### config.mk
export PLATFORM = sky130hd
export DESIGN_NAME = sae_msg_sequencer
export DESIGN_NICKNAME = d
export VERILOG_FILES = /design/src/rtl/sae_msg_sequencer.sv
export SDC_FILE = /design/constraint.sdc
export NUM_CORES = 1
export LEC_CHECK = 0
export BUFFER_PORTS_ARGS = -buffer_cell sky130_fd_sc_hd__buf_2
export CAP_MARGIN = 20
export CELL_PAD_IN_SITES_DETAIL_PLACEMENT = 0
export CELL_PAD_IN_SITES_GLOBAL_PLACEMENT = 1
export CORE_ASPECT_RATIO = 0.75
export CORE_MARGIN = 2
export CORE_UTILIZATION = 47
export DETAILED_ROUTE_END_ITERATION = 6
export GPL_ROUTABILITY_DRIVEN = 0
export GPL_TIMING_DRIVEN = 0
export PLACE_DENSITY = 0.92
export SYNTH_ARGS = -nofsm -noshare
export SYNTH_HDL_FRONTEND = slang
export SYNTH_SLANG_ARGS = --single-unit
export TNS_END_PERCENT = 20
### constraint.sdc
create_clock -name clk -period 5.75 [get_ports clk]
set_clock_uncertainty 0.1 [all_clocks]
set_input_delay 0.575 -clock clk [delete_from_list [all_inputs] [get_ports clk]]
set_output_delay 0.575 -clock clk [all_outputs]
set_load 0.03 [all_outputs]
### src/rtl/sae_msg_sequencer.sv
// -----------------------------------------------------------------------------
// sae_msg_sequencer
//
// Upstream feeder for the sae core. A framed byte stream (plaintext or
// ciphertext) is accepted together with a mode and key, one sae transaction is
// issued per byte, and every good sae result is queued in a small
// first-word-fall-through FIFO and presented as a framed output stream.
// Error flags, response timeouts and message framing are all handled here.
//
// Optional feature macro: SAE_SEQ_BYTE_COUNT_EN
//   When defined, adds the 16-bit output byte_count. It counts FIFO pushes for
//   the current message, saturates at 16'hFFFF and clears on an accepted start.
//
// Parameters:
//   FIFO_DEPTH  result FIFO entries (power of two, >= 2)
//   TIMEOUT     cycles allowed in WAIT for a sae response (>= 2)
//
// Ports:
//   clk, rst                 clock (rising edge), async active-high reset
//   cfg_mode, cfg_key        mode/key, latched when start is accepted in IDLE
//   start, busy, done        message start, activity flag, end-of-message pulse
//   s_valid/s_ready/s_data/s_last   input byte stream
//   sae_mode/sae_data/sae_key/sae_valid   request to the sae core
//   sae_ready/sae_dout/sae_err_*          response from the sae core
//   m_valid/m_ready/m_data/m_last         output byte stream
//   status                   {timeout, key error, char error}, sticky per message
//   byte_count               (optional) pushed result count
// -----------------------------------------------------------------------------
module sae_msg_sequencer #(
    parameter int FIFO_DEPTH = 4,
    parameter int TIMEOUT    = 15
) (
    input  logic       clk,
    input  logic       rst,
    input  logic [1:0] cfg_mode,
    input  logic [7:0] cfg_key,
    input  logic       start,
    output logic       busy,
    input  logic       s_valid,
    output logic       s_ready,
    input  logic [7:0] s_data,
    input  logic       s_last,
    output logic [1:0] sae_mode,
    output logic [7:0] sae_data,
    output logic [7:0] sae_key,
    output logic       sae_valid,
    input  logic       sae_ready,
    input  logic [7:0] sae_dout,
    input  logic       sae_err_ptxt,
    input  logic       sae_err_key,
    input  logic       sae_err_ctxt,
    output logic       m_valid,
    input  logic       m_ready,
    output logic [7:0] m_data,
    output logic       m_last,
    output logic       done,
    output logic [2:0] status
`ifdef SAE_SEQ_BYTE_COUNT_EN
    ,
    output logic [15:0] byte_count
`endif
);

    localparam int PTR_W = (FIFO_DEPTH > 1) ? $clog2(FIFO_DEPTH) : 1;
    localparam int CNT_W = $clog2(FIFO_DEPTH + 1);
    localparam int TO_W  = (TIMEOUT > 2) ? $clog2(TIMEOUT) : 1;

    typedef enum logic [2:0] {
        IDLE   = 3'd0,
        FETCH  = 3'd1,
        ISSUE  = 3'd2,
        WAIT   = 3'd3,
        DRAIN  = 3'd4,
        FINISH = 3'd5
    } state_t;

    state_t            state_q;
    logic [1:0]        mode_q;
    logic [7:0]        key_q;
    logic [7:0]        data_q;
    logic              last_q;
    logic              saeValid_q;
    logic              done_q;
    logic [2:0]        status_q;
    logic [TO_W-1:0]   tmo_q;

    logic [7:0]        fifoMem_q  [FIFO_DEPTH];
    logic              fifoLast_q [FIFO_DEPTH];
    logic [PTR_W-1:0]  wrPtr_q;
    logic [PTR_W-1:0]  wrPtr_d;
    logic [PTR_W-1:0]  rdPtr_q;
    logic [PTR_W-1:0]  rdPtr_d;
    logic [CNT_W-1:0]  count_q;
    logic [CNT_W-1:0]  count_d;

    logic              fifoNotEmpty;
    logic              inHandshake;
    logic              errChar;
    logic              errKey;
    logic              errAny;
    logic              response;
    logic              timeoutHit;
    logic              push;
    logic              pop;
    logic              startAccepted;

    // Response decode from the sae core. Any error flag counts as a response
    // so that a failing byte never has to wait out the timeout.
    always_comb begin
        errChar       = sae_err_ptxt | sae_err_ctxt;
        errKey        = sae_err_key;
        errAny        = errChar | errKey;
        response      = sae_ready | errAny;
        timeoutHit    = (tmo_q == TO_W'(TIMEOUT - 1));
        fifoNotEmpty  = (count_q != '0);
        startAccepted = (state_q == IDLE) && start;
    end

    // Input readiness. In FETCH a byte is only taken when the FIFO still has
    // room for its result; since only one sae transaction is ever in flight,
    // that single free slot is enough to guarantee the later push fits.
    // In DRAIN the rest of a failed message is swallowed as fast as it comes.
    always_comb begin
        s_ready = 1'b0;
        if (state_q == FETCH) begin
            s_ready = (count_q < CNT_W'(FIFO_DEPTH));
        end else if (state_q == DRAIN) begin
            s_ready = 1'b1;
        end
        inHandshake = s_valid & s_ready;
    end

    // FIFO push/pop strobes and next pointer/count values. Pointers are a
    // power-of-two width so they wrap naturally modulo FIFO_DEPTH.
    always_comb begin
        push    = (state_q == WAIT) && response && !errAny;
        pop     = fifoNotEmpty && m_ready;
        wrPtr_d = push ? wrPtr_q + PTR_W'(1) : wrPtr_q;
        rdPtr_d = pop  ? rdPtr_q + PTR_W'(1) : rdPtr_q;
        count_d = count_q;
        case ({push, pop})
            2'b10:   count_d = count_q + CNT_W'(1);
            2'b01:   count_d = count_q - CNT_W'(1);
            default: count_d = count_q;
        endcase
    end

    // Message sequencer. One always_ff holds the state and every registered
    // output (sae request fields, sae_valid, done, status). sae_valid and done
    // default low each cycle so they can only ever be one-cycle pulses.
    always_ff @(posedge clk or posedge rst) begin
        if (rst) begin
            state_q    <= IDLE;
            mode_q     <= 2'b00;
            key_q      <= 8'h00;
            data_q     <= 8'h00;
            last_q     <= 1'b0;
            saeValid_q <= 1'b0;
            done_q     <= 1'b0;
            status_q   <= 3'b000;
            tmo_q      <= '0;
        end else begin
            saeValid_q <= 1'b0;
            done_q     <= 1'b0;
            case (state_q)
                IDLE: begin
                    if (start) begin
                        mode_q   <= cfg_mode;
                        key_q    <= cfg_key;
                        status_q <= 3'b000;
                        case (cfg_mode)
                            2'b01: begin
                                data_q     <= 8'h00;
                                last_q     <= 1'b1;
                                saeValid_q <= 1'b1;
                                state_q    <= ISSUE;
                            end
                            2'b10, 2'b11: begin
                                state_q <= FETCH;
                            end
                            default: begin
                                status_q <= 3'b010;
                                state_q  <= FINISH;
                            end
                        endcase
                    end
                end
                FETCH: begin
                    if (inHandshake) begin
                        data_q     <= s_data;
                        last_q     <= s_last;
                        saeValid_q <= 1'b1;
                        state_q    <= ISSUE;
                    end
                end
                ISSUE: begin
                    tmo_q   <= '0;
                    state_q <= WAIT;
                end
                WAIT: begin
                    if (response) begin
                        if (errAny) begin
                            status_q[0] <= status_q[0] | errChar;
                            status_q[1] <= status_q[1] | errKey;
                            state_q     <= last_q ? FINISH : DRAIN;
                        end else begin
                            state_q <= last_q ? FINISH : FETCH;
                        end
                    end else if (timeoutHit) begin
                        status_q[2] <= 1'b1;
                        state_q     <= last_q ? FINISH : DRAIN;
                    end else begin
                        tmo_q <= tmo_q + TO_W'(1);
                    end
                end
                DRAIN: begin
                    if (inHandshake && s_last) begin
                        state_q <= FINISH;
                    end
                end
                FINISH: begin
                    if (count_q == '0) begin
                        done_q  <= 1'b1;
                        state_q <= IDLE;
                    end
                end
                default: begin
                    state_q <= IDLE;
                end
            endcase
        end
    end

    // FIFO bookkeeping. Reset throws away anything queued, which is what
    // makes a mid-message reset a clean abort.
    always_ff @(posedge clk or posedge rst) begin
        if (rst) begin
            wrPtr_q <= '0;
            rdPtr_q <= '0;
            count_q <= '0;
        end else begin
            wrPtr_q <= wrPtr_d;
            rdPtr_q <= rdPtr_d;
            count_q <= count_d;
        end
    end

    // FIFO storage. The payload needs no reset because the outputs are gated
    // by the non-empty flag; the last flag travels alongside each byte.
    always_ff @(posedge clk) begin
        if (push) begin
            fifoMem_q[wrPtr_q]  <= sae_dout;
            fifoLast_q[wrPtr_q] <= last_q;
        end
    end

`ifdef SAE_SEQ_BYTE_COUNT_EN
    logic [15:0] byteCount_q;

    // Per-message result counter. It restarts on an accepted start and
    // otherwise holds, so software can read it after done.
    always_ff @(posedge clk or posedge rst) begin
        if (rst) begin
            byteCount_q <= 16'h0000;
        end else if (startAccepted) begin
            byteCount_q <= 16'h0000;
        end else if (push && (byteCount_q != 16'hFFFF)) begin
            byteCount_q <= byteCount_q + 16'h0001;
        end
    end

    assign byte_count = byteCount_q;
`else
    logic unusedStart;
    assign unusedStart = startAccepted;
`endif

    // Output drive. The output stream is first-word-fall-through, so the head
    // entry is visible whenever the FIFO holds anything.
    assign busy      = (state_q != IDLE);
    assign sae_mode  = mode_q;
    assign sae_key   = key_q;
    assign sae_data  = data_q;
    assign sae_valid = saeValid_q;
    assign done      = done_q;
    assign status    = status_q;
    assign m_valid   = fifoNotEmpty;
    assign m_data    = fifoNotEmpty ? fifoMem_q[rdPtr_q] : 8'h00;
    assign m_last    = fifoNotEmpty & fifoLast_q[rdPtr_q];

endmodule
==> Word-level counts from Yosys, hierarchy flattened <==
Memory sizes are Yosys's and may differ from the RTL's.
Cells that the tools add are included.
{ "word_totals": {"ff_bits": 38, "ramBits": 36, "inputBits": 36, "out_inout_bits": 35, "wordCells": 112, "mem_count": 2} }
{ "mem_list": {"columns": ["name", "depth", "width", "rd", "rd_ports_with_merged_regs", "wr", "line", "source"], "rows": [
  ["fifoMem_q", 4, 8, 1, 0, 1, "87", "logic [7:0] fifoMem_q [FIFO_DEPTH];"],
  ["fifoLast_q", 4, 1, 1, 0, 1, "88", "logic fifoLast_q [FIFO_DEPTH];"]
]} }
{ "classes": {"add_sub_neg": 5, "magnitude_cmp": 1, "eq_ne": 22, "n_mux": 41, "n_bitwise": 7, "reduce_logical": 21} }
{ "op_table": {"columns": ["cell", "n"], "rows": [
  ["2-to-1 mux 8 bit", 4],
  ["2-to-1 mux 3 bit", 9],
  ["case mux 3 bit (2 select lines)", 3],
  ["case mux 3 bit (6 select lines)", 1],
  ["!= test 2 bit, second input constant", 8],
  ["case mux 8 bit (2 select lines)", 1],
  ["2-to-1 mux 1 bit", 15],
  ["AND reduction 4 bit", 3],
  ["2-to-1 mux 4 bit", 2],
  ["case mux 4 bit (2 select lines)", 1],
  ["nonzero test 2 bit", 4],
  ["== test 2 bit, second input constant", 3],
  ["== test 3 x 2 -> 1 bit, second input constant", 2],
  ["== test 3 bit, second input constant", 2],
  ["zero test 3 bit", 2],
  ["2-to-1 mux 2 bit", 3],
  ["nonzero test 3 bit", 2],
  ["OR 1 bit", 5],
  ["AND reduction 5 bit", 1],
  ["adder 2 x 1 -> 2 bit, second input constant", 2],
  ["adder 4 x 1 -> 4 bit, second input constant", 1],
  ["== test 2 x 1 -> 1 bit, second input constant", 2],
  ["== test 4 bit, second input constant", 1],
  ["logical AND 1 bit", 4],
  ["13 further kinds", 16]
]} }

==> Depth between registers and ports, before layout <==
Gate-level depths: netlist of run 1.
{ "logic_depth": {"ltp_word": 7, "ltp_mapped": 10, "ltp_nobuf": 9} }

==> Worst setup path after synthesis of run 1 <==
OpenSTA, ideal clock, no wires.
{ "synth_timing": {"path_type": "in2reg", "start": "input sae_err_ctxt", "end": "register count_q[2]", "setup_time_ps": 125, "arrival_time_ps": 2169, "setup_slack_ps": 3356, "path_stages": 9, "cell_sequence": "or4b_4 nor3_4 inv_1 ha_1 inv_1 fa_1 xor2_1 nor2_1 xor2_1"} }
{ "synth_between": {"elab_chain_len": 7, "word_cells_on_any_way": 10, "classes_between": "eq/ne: 2; mux: 1; bitwise: 3; reduce/logical: 4"} }
{ "synth_lines": {"columns": ["item", "line", "source"], "rows": [
  ["start, declared", "51", "input logic sae_err_ctxt,"],
  ["OR 1 bit *", "110", "errChar = sae_err_ptxt | sae_err_ctxt;"],
  ["OR 1 bit *", "112", "errAny = errChar | errKey;"],
  ["OR 1 bit", "113", "response = sae_ready | errAny;"],
  ["logical AND 1 bit", "136", "push = (state_q == WAIT) && response && !errAny;"],
  ["logical AND 1 bit *", "136", null],
  ["== test 2 x 1 -> 1 bit / == test 2 bit (equally long branches)", "141", "case ({push, pop})"],
  ["case mux 3 bit (2 select lines) / nonzero test 2 bit (equally long branches)", null, null],
  ["end signal, assigned", "244", "count_q <= count_d;"],
  ["end, declared", "93", "logic [CNT_W-1:0] count_q;"]
]} }
Every way passes the cells marked *; elsewhere a longest branch is shown, timed or not.
A chain may end at the register's enable or synchronous reset.

==> Final worst setup path of run 1 <==
{ "layout_timing": {"start": "register rdPtr_q[0]", "end": "output m_data[6]"} }
{ "layout_between": {"elab_chain_len": 2} }
{ "layout_lines": {"columns": ["item", "line", "source"], "rows": [
  ["start, declared", "91", "logic [PTR_W-1:0] rdPtr_q;"],
  ["start signal, assigned", "243", "rdPtr_q <= rdPtr_d;"],
  ["memory read (4 x 8 bit)", null, null],
  ["2-to-1 mux 8 bit", "288", "assign m_data = fifoNotEmpty ? fifoMem_q[rdPtr_q] : 8'h00;"],
  ["end, declared", "54", "output logic [7:0] m_data,"]
]} }
No other way between the ends.

==> results of run 1 <==
[worst max-delay path, stage by stage, from the launching register on]
cell,delay (ns)
dfrtp_1,0.37
buf_2,0.33
mux4_2,0.54
and2_1,0.17
buf_2,0.17
[path summary, 6_finish.rpt]
path | startpoint | slack, ns | depth (start not counted) | end
setup / recovery | rdPtr_q[0]$_DFFE_PP0P_ | 3.15 | 4 | m_data[6]
hold / removal | rst | 0.26 | 2 | sae_key[4]$_DFFE_PP0P_
setup reg to reg | state_q[2]$_DFFE_PP0P_ | 3.49 | 10 | count_q[2]$_DFFE_PP0P_
hold reg to reg | sae_key[7]$_DFFE_PP0P_ | 0.41 | 1 | sae_key[7]$_DFFE_PP0P_
max in group asynchronous | rst | 4.79 | 2 | last_q$_DFFE_PP0P_
min in group clk | sae_dout[4] | 0.35 | 1 | fifoMem_q[1][4]$_DFFE_PP_
[layout make-up]
class / count / area [um2] / share of cell area [%]
inverters: 20 / 75.1 / 1.89
plain buffers: 13 / 75.1 / 1.89
flip-flops and latches: 74 / 2030 / 51.2
clock inverters: 7 / 116 / 2.93
clock buffers: 9 / 124 / 3.12
multi-input cells: 130 / 1090 / 27.5
well taps: 84 / 105 / 2.65
repair buffers: 70 / 350 / 8.83
[registers in the layout, indices dropped and copies added (netlist names)]
name	cells
fifoMem_q	32
sae_data	8
sae_key	8
fifoLast_q	4
tmo_q	4
count_q	3
state_q	3
status	3
rdPtr_q	2
sae_mode	2
wrPtr_q	2
done	1
last_q	1
sae_valid	1
[cell usage after synthesis, types with 3 or more instances]
library cell  number  area [um2]
nand3_1            4        20.0
nand2_1            7        26.3
a21oi_1            4        20.0
buf_2              3        15.0
xor2_1             4        35.0
and2_1            14        87.6
nor2_1            10        37.5
clkbuf_1           6        22.5
nand4_1            9        56.3
nand2b_1           3        18.8
dfrtp_1           38         951
and3_1             3        18.8
mux4_2             9         203
o21ai_0           14        70.1
nand3b_1           3        22.5
mux2_2            10         113
edfxtp_1          36        1080
xnor2_1            3        26.3
nor3_1             3        15.0
inv_1             19        71.3
mux2i_1            3        30.0
ha_1               7        87.6
[kinds of logic (layout without fill, tap and decap cells)]
kind of cell	count (synthesis)	in the layout	share of synthesized area (%)
xor+xnor	7	7	1.87
fa+ha+maj	8	8	3.29
flops	74	74	62.1
simple gates	67	67	13.0
buf+inv	33	119	4.59
mux	22	22	10.6
compound gates	26	26	4.66
[per-stage QoR]
| stage | hold WS, ns | utilization (%) | cells | setup slack (ns) | cell area [um2] |
|---|---|---|---|---|---|
| after floorplan | 0.382 | - | 237 | 3.36 | 3270 |
| after global placement | 0.385 | 55.1 | 391 | 3.08 | 3730 |
| after global routing | 0.340 | 58.7 | 407 | 3.04 | 3970 |
| after detailed placement | 0.390 | 55.1 | 391 | 3.04 | 3730 |
| after CTS | 0.293 | 58.7 | 407 | 3.12 | 3970 |
| final | 0.262 | 58.7 | 407 | 3.15 | 3970 |
[where the power goes]
group / internal [uW] / leakage, uW / switching (uW)
registers: 677 / 0.000789 / 69.1
clock network: 288 / 0.000121 / 189
logic: 346 / 0.000787 / 591
total: 1310 / 0.00170 / 849
[layer usage]
metal	vias up	global-route usage [%]
met4	0	4.93
met3	6	4.59
li1	1013	-
met5	-	0
met1	1013	24.7
met2	59	27.0
==> impl_metrics.tcl, run 1 <==
set metrics [dict create \
    status "finished clean" \
    async_flop_share_pct 51.4 \
    crit_required_ns 5.08 \
    slew_headroom_pct 48.1 \
    grt_use_total_pct 17.5 \
    antenna_left 0 \
    die_h_um 76.3 \
    grt_pass1_vias 2075 \
    cts_tree "built" \
    power_density_mw_per_mm2 544 \
    yosysSeqAreaShare_pct 62.1 \
    final_nets 362 \
    die-area_mm2 0.00765 \
    wl_met3_um 292 \
    clock_sinks 74 \
    antenna_cells 0 \
    clk_latency_ns 0.34 \
    area_growth_pct 21.3 \
    initial_core_util_pct 48.4 \
    max-cap-violations 0 \
    synth.cell_area_mm2 0.00327 \
    timing.final.crit_share_pct 45.3 \
    finalHoldViolCount 0 \
    htree_levels 3 \
    io-pin-count 71 \
    post_cts_buffers 0 \
    totalPowerFinal_uw 2160 \
    met1_length_um 2830 \
    cts_made_buffers 9 \
    path_max_fanout 10 \
    vias 2091 \
    clkTransAtPathRegs_ns 0.08 \
    grt_overflow 0 \
    grt_max_degree 39 \
    fp.coreArea_mm2 0.00677 \
    post_cts.resized_instances 0 \
    worst_pin_slew_ns 0.778 \
    ys_ff_latch 74 \
    ys.warnings.count 0 \
    drive_gt1_share_pct 36.2 \
    die_w_um 100 \
    final_cell_mix "buf_2 (73), dfrtp_1 (38), edfxtp_1 (36), inv_1 (18)" \
    final_common_cell "buf_2" \
    fillers 549 \
    fmax_mhz 384 \
    hold_class "input pin to async pin" \
    synth_cell_types 42 \
    syn_inst 237 \
    route.met2.wl_um 2990 \
    critPathLaunchType "register" \
    top_layer "met4" \
    drt_iter0_drc 121 \
    peakVddDrop_v 0.000304 \
    end_kind "primary output" \
    cts-root-buf "clkbuf_8" \
    cts_hold_buf 0 \
    setup_viol 0 \
    antenna_found_initial 0 \
    synth_edf_count 36 \
    clockBufferDepth 2 \
    hpwlAfterDp_um 4440 \
    slew_viol_final 0 \
    arrival_ns 1.93 \
    syn_nets 281 \
    ys.flop_type "dfrtp_1" \
    grt_pass1_wl_um 10400 \
    firstDrtPassIters 4 \
    rsz0062_at_grt "no" \
    postSynthAreaPerCell_um2 13.8 \
    leakage_uw 0.00170 \
    critPathKind "register to primary output" \
    port-buffer-count 70 \
    wirelength_um 6170 \
    routed_via_density 5.14 \
    fp-row-count 26 \
    routedWlPerCell_um 15.2 \
    timing.setup.tns_ns 0 \
    drc_errors 0 \
    fin_crit_ns 2.60 \
]
No activity file was read; power rests on OpenSTA's default activity.
==> run 2: changes to the inputs <==
--- a/config.mk
+++ b/config.mk
@@ -11,11 +11,11 @@
 export CELL_PAD_IN_SITES_GLOBAL_PLACEMENT = 1
 export CORE_ASPECT_RATIO = 0.75
 export CORE_MARGIN = 2
-export CORE_UTILIZATION = 47
+export CORE_UTILIZATION = 43
 export DETAILED_ROUTE_END_ITERATION = 6
 export GPL_ROUTABILITY_DRIVEN = 0
 export GPL_TIMING_DRIVEN = 0
-export PLACE_DENSITY = 0.92
+export PLACE_DENSITY = 0.86
 export SYNTH_ARGS = -nofsm -noshare
 export SYNTH_HDL_FRONTEND = slang
 export SYNTH_SLANG_ARGS = --single-unit
==> constraint.sdc (replaced) <==
create_clock -name clk -period 2.6 [get_ports clk]
set_clock_uncertainty 0.1 [all_clocks]
set_input_delay 0.26 -clock clk [delete_from_list [all_inputs] [get_ports clk]]
set_output_delay 0.26 -clock clk [all_outputs]
set_load 0.03 [all_outputs]
==> run 2 against run 1 <==
Net effect: global-route usage decreased by 1.3 points; first-iteration DRC count grew 9.9%; sequential cell count did not move; cell count increased by 4.4%; setup slack lost 2.8 ns; combinational power up 120%.
==> impl_metrics.tcl, run 2 (synthesis gave the netlist of run 1 again) <==
set metrics [dict create \
    status "finished clean" \
    placed_cells 408 \
    path_max_fanout 10 \
    area_growth_pct 21.6 \
    grt_pass1_wl_um 10300 \
    die_h_um 79.6 \
    critPathLaunchType "register" \
    worstSetupStartpoint "rdPtr_q[0]$_DFFE_PP0P_" \
    initial_core_util_pct 44.4 \
    p_switching_uw 1870 \
    crit_top_cell "buf_2" \
    clk_latency_ns 0.34 \
    final_cell_mix "buf_2 (73), dfrtp_1 (38), edfxtp_1 (36), inv_1 (18)" \
    final_common_cell "buf_2" \
    finalHoldViolCount 0 \
    firstDrtPassIters 4 \
    instances_no_fill 425 \
    end_kind "primary output" \
    worst_pin_slew_ns 0.779 \
    critPathMaxStageDelay_ns 0.54 \
    layout_setup_ws_ns 0.316 \
    rrSetupSlack_ns 0.34 \
    crit_family "multiplexers" \
    cts_made_buffers 9 \
    hold_class "input pin to register" \
    pwr-share-clk_pct 20.5 \
    pwr-share-seq_pct 35.3 \
    cp_cell_sequence "buf_2 -> mux4_2 -> and2_1 -> buf_2" \
    routedWlPerCell_um 14.6 \
    htree_levels 3 \
    die-area_mm2 0.00833 \
    cp.depth 4 \
    final_nets 363 \
    cts-root-buf "clkbuf_8" \
    antenna_found_initial 0 \
    dpl_cell_area_mm2 0.00375 \
    fp-row-count 27 \
    combinationalPowerShare_pct 44.3 \
    grt_use_total_pct 16.2 \
    cts_tree "built" \
    rsz0062_at_grt "no" \
    slew_headroom_pct 48.0 \
    die_w_um 105 \
    hpwlAfterDp_um 4500 \
    power_density_mw_per_mm2 1170 \
    grt_overflow 0 \
    grt_pass1_vias 2065 \
    finalInstanceArea_mm2 0.00398 \
    leakage_uw 0.00169 \
    drt_iter0_drc 133 \
    r2r-end "count_q[2]$_DFFE_PP0P_" \
    antenna_cells 0 \
    largest_reg_flops 32 \
    clockBufferDepth 2 \
    vias 2095 \
    crit_buf_inv 2 \
    critPathKind "register to primary output" \
    port-buffer-count 70 \
    setup_viol 0 \
    crit_slowest_cell "mux4_2" \
    io-pin-count 71 \
    sw_frac_of_total_pct 40.0 \
    drive_gt1_share_pct 36.1 \
    fmax_mhz 438 \
    largest_register "fifoMem_q" \
    drc_errors 0 \
    pre_cts_slack_ns 0.200 \
    clock_sinks 74 \
    wirelength_um 6200 \
    p_int_uw 2800 \
    routed_via_density 4.93 \
    r2r-start "state_q[2]$_DFFE_PP0P_" \
    peakVddDrop_v 0.000629 \
    slew_viol_final 0 \
    fp.coreArea_mm2 0.00736 \
    r2r_cells 10 \
    timing.setup.tns_ns 0 \
    grt_max_degree 39 \
    clkTransAtPathRegs_ns 0.07 \
    timing.final.crit_share_pct 87.8 \
    arrival_ns 1.92 \
    crit_path_end "m_data[5]" \
    antenna_left 0 \
    max-cap-violations 0 \
    crit_required_ns 2.24 \
    fin_crit_ns 2.28 \
]
-- run 2: cell types whose count changed in the layout (fill, tap and decap cells not counted) --
cell	previous run	this run
bufinv_16	3	2
clkbuf_1	6	7
clkinv_1	1	0
clkinv_4	1	3
dlygate4sd3_1	0	1
inv_6	1	0
-- run 2: how the worst min path moves through the flow --
stage               depth (start not counted)        start                        end
finish                                      1  sae_dout[4]  fifoMem_q[0][4]$_DFFE_PP_
global route                                2   cfg_key[3]     sae_key[3]$_DFFE_PP0P_
global placement                            1  sae_dout[2]  fifoMem_q[0][2]$_DFFE_PP_
detailed placement                          2          rst     sae_key[3]$_DFFE_PP0P_
CTS                                         1  sae_dout[4]  fifoMem_q[0][4]$_DFFE_PP_
floorplan                                   0  sae_dout[0]  fifoMem_q[0][0]$_DFFE_PP_
-- run 2: cell type report --
type	instances	area [um2]
fill	644	3390
clock buffer	10	128
clock inverter	6	91.3
inverter	20	75.1
buffer	13	75.1
multi-input combinational	130	1090
sequential	74	2030
tap	101	126
timing repair buffer	71	360
-- run 2: routing by layer --
layer	GRT usage [%]	routed length (um)	part of all wire, %
met1	22.6	2830	46
met2	24.7	2990	48
met3	5.06	310	5.0
met4	4.27	78	1.3
met5	0	0	0
-- run 2: power groups by stage --
stage | Combinational, uW | Sequential, uW | Clock, uW
2_1_floorplan | 1230 | 1970 | 0
3_3_place_gp | 2030 | 1660 | 0
3_5_place_dp | 2090 | 1660 | 0
4_1_cts | 2090 | 1650 | 976
5_1_grt | 2250 | 1690 | 1020
6_report | 2070 | 1650 | 956
-- run 2: stage by stage --
step / power [uW] / utilization (%) / hold slack, ns
floorplan: 3190 / - / 0.259
global placement: 3700 / 50.9 / 0.374
detailed placement: 3750 / 50.9 / 0.365
CTS: 4710 / 54.0 / 0.0157
global route: 4960 / 54.0 / 0.0275
finish: 4670 / 54.0 / 0.0309
-- run 2: repair_timing --
item	4_1_cts	5_1_grt
hold endpoints to repair	38	0
hold buffers	1	0
setup buffers	0	0
resized for setup	0	0
-- run 2: worst register-to-register path, delay by kind of cell, from the launching register on --
| kind | cells | cell delay, ns |
|---|---|---|
| xor gates and xnor gates | 2 | 0.30 |
| and+or+nand+nor | 3 | 0.67 |
| DFF | 1 | 0.37 |
| adders and majority gates | 2 | 0.41 |
| buffers and inverters | 3 | 0.29 |
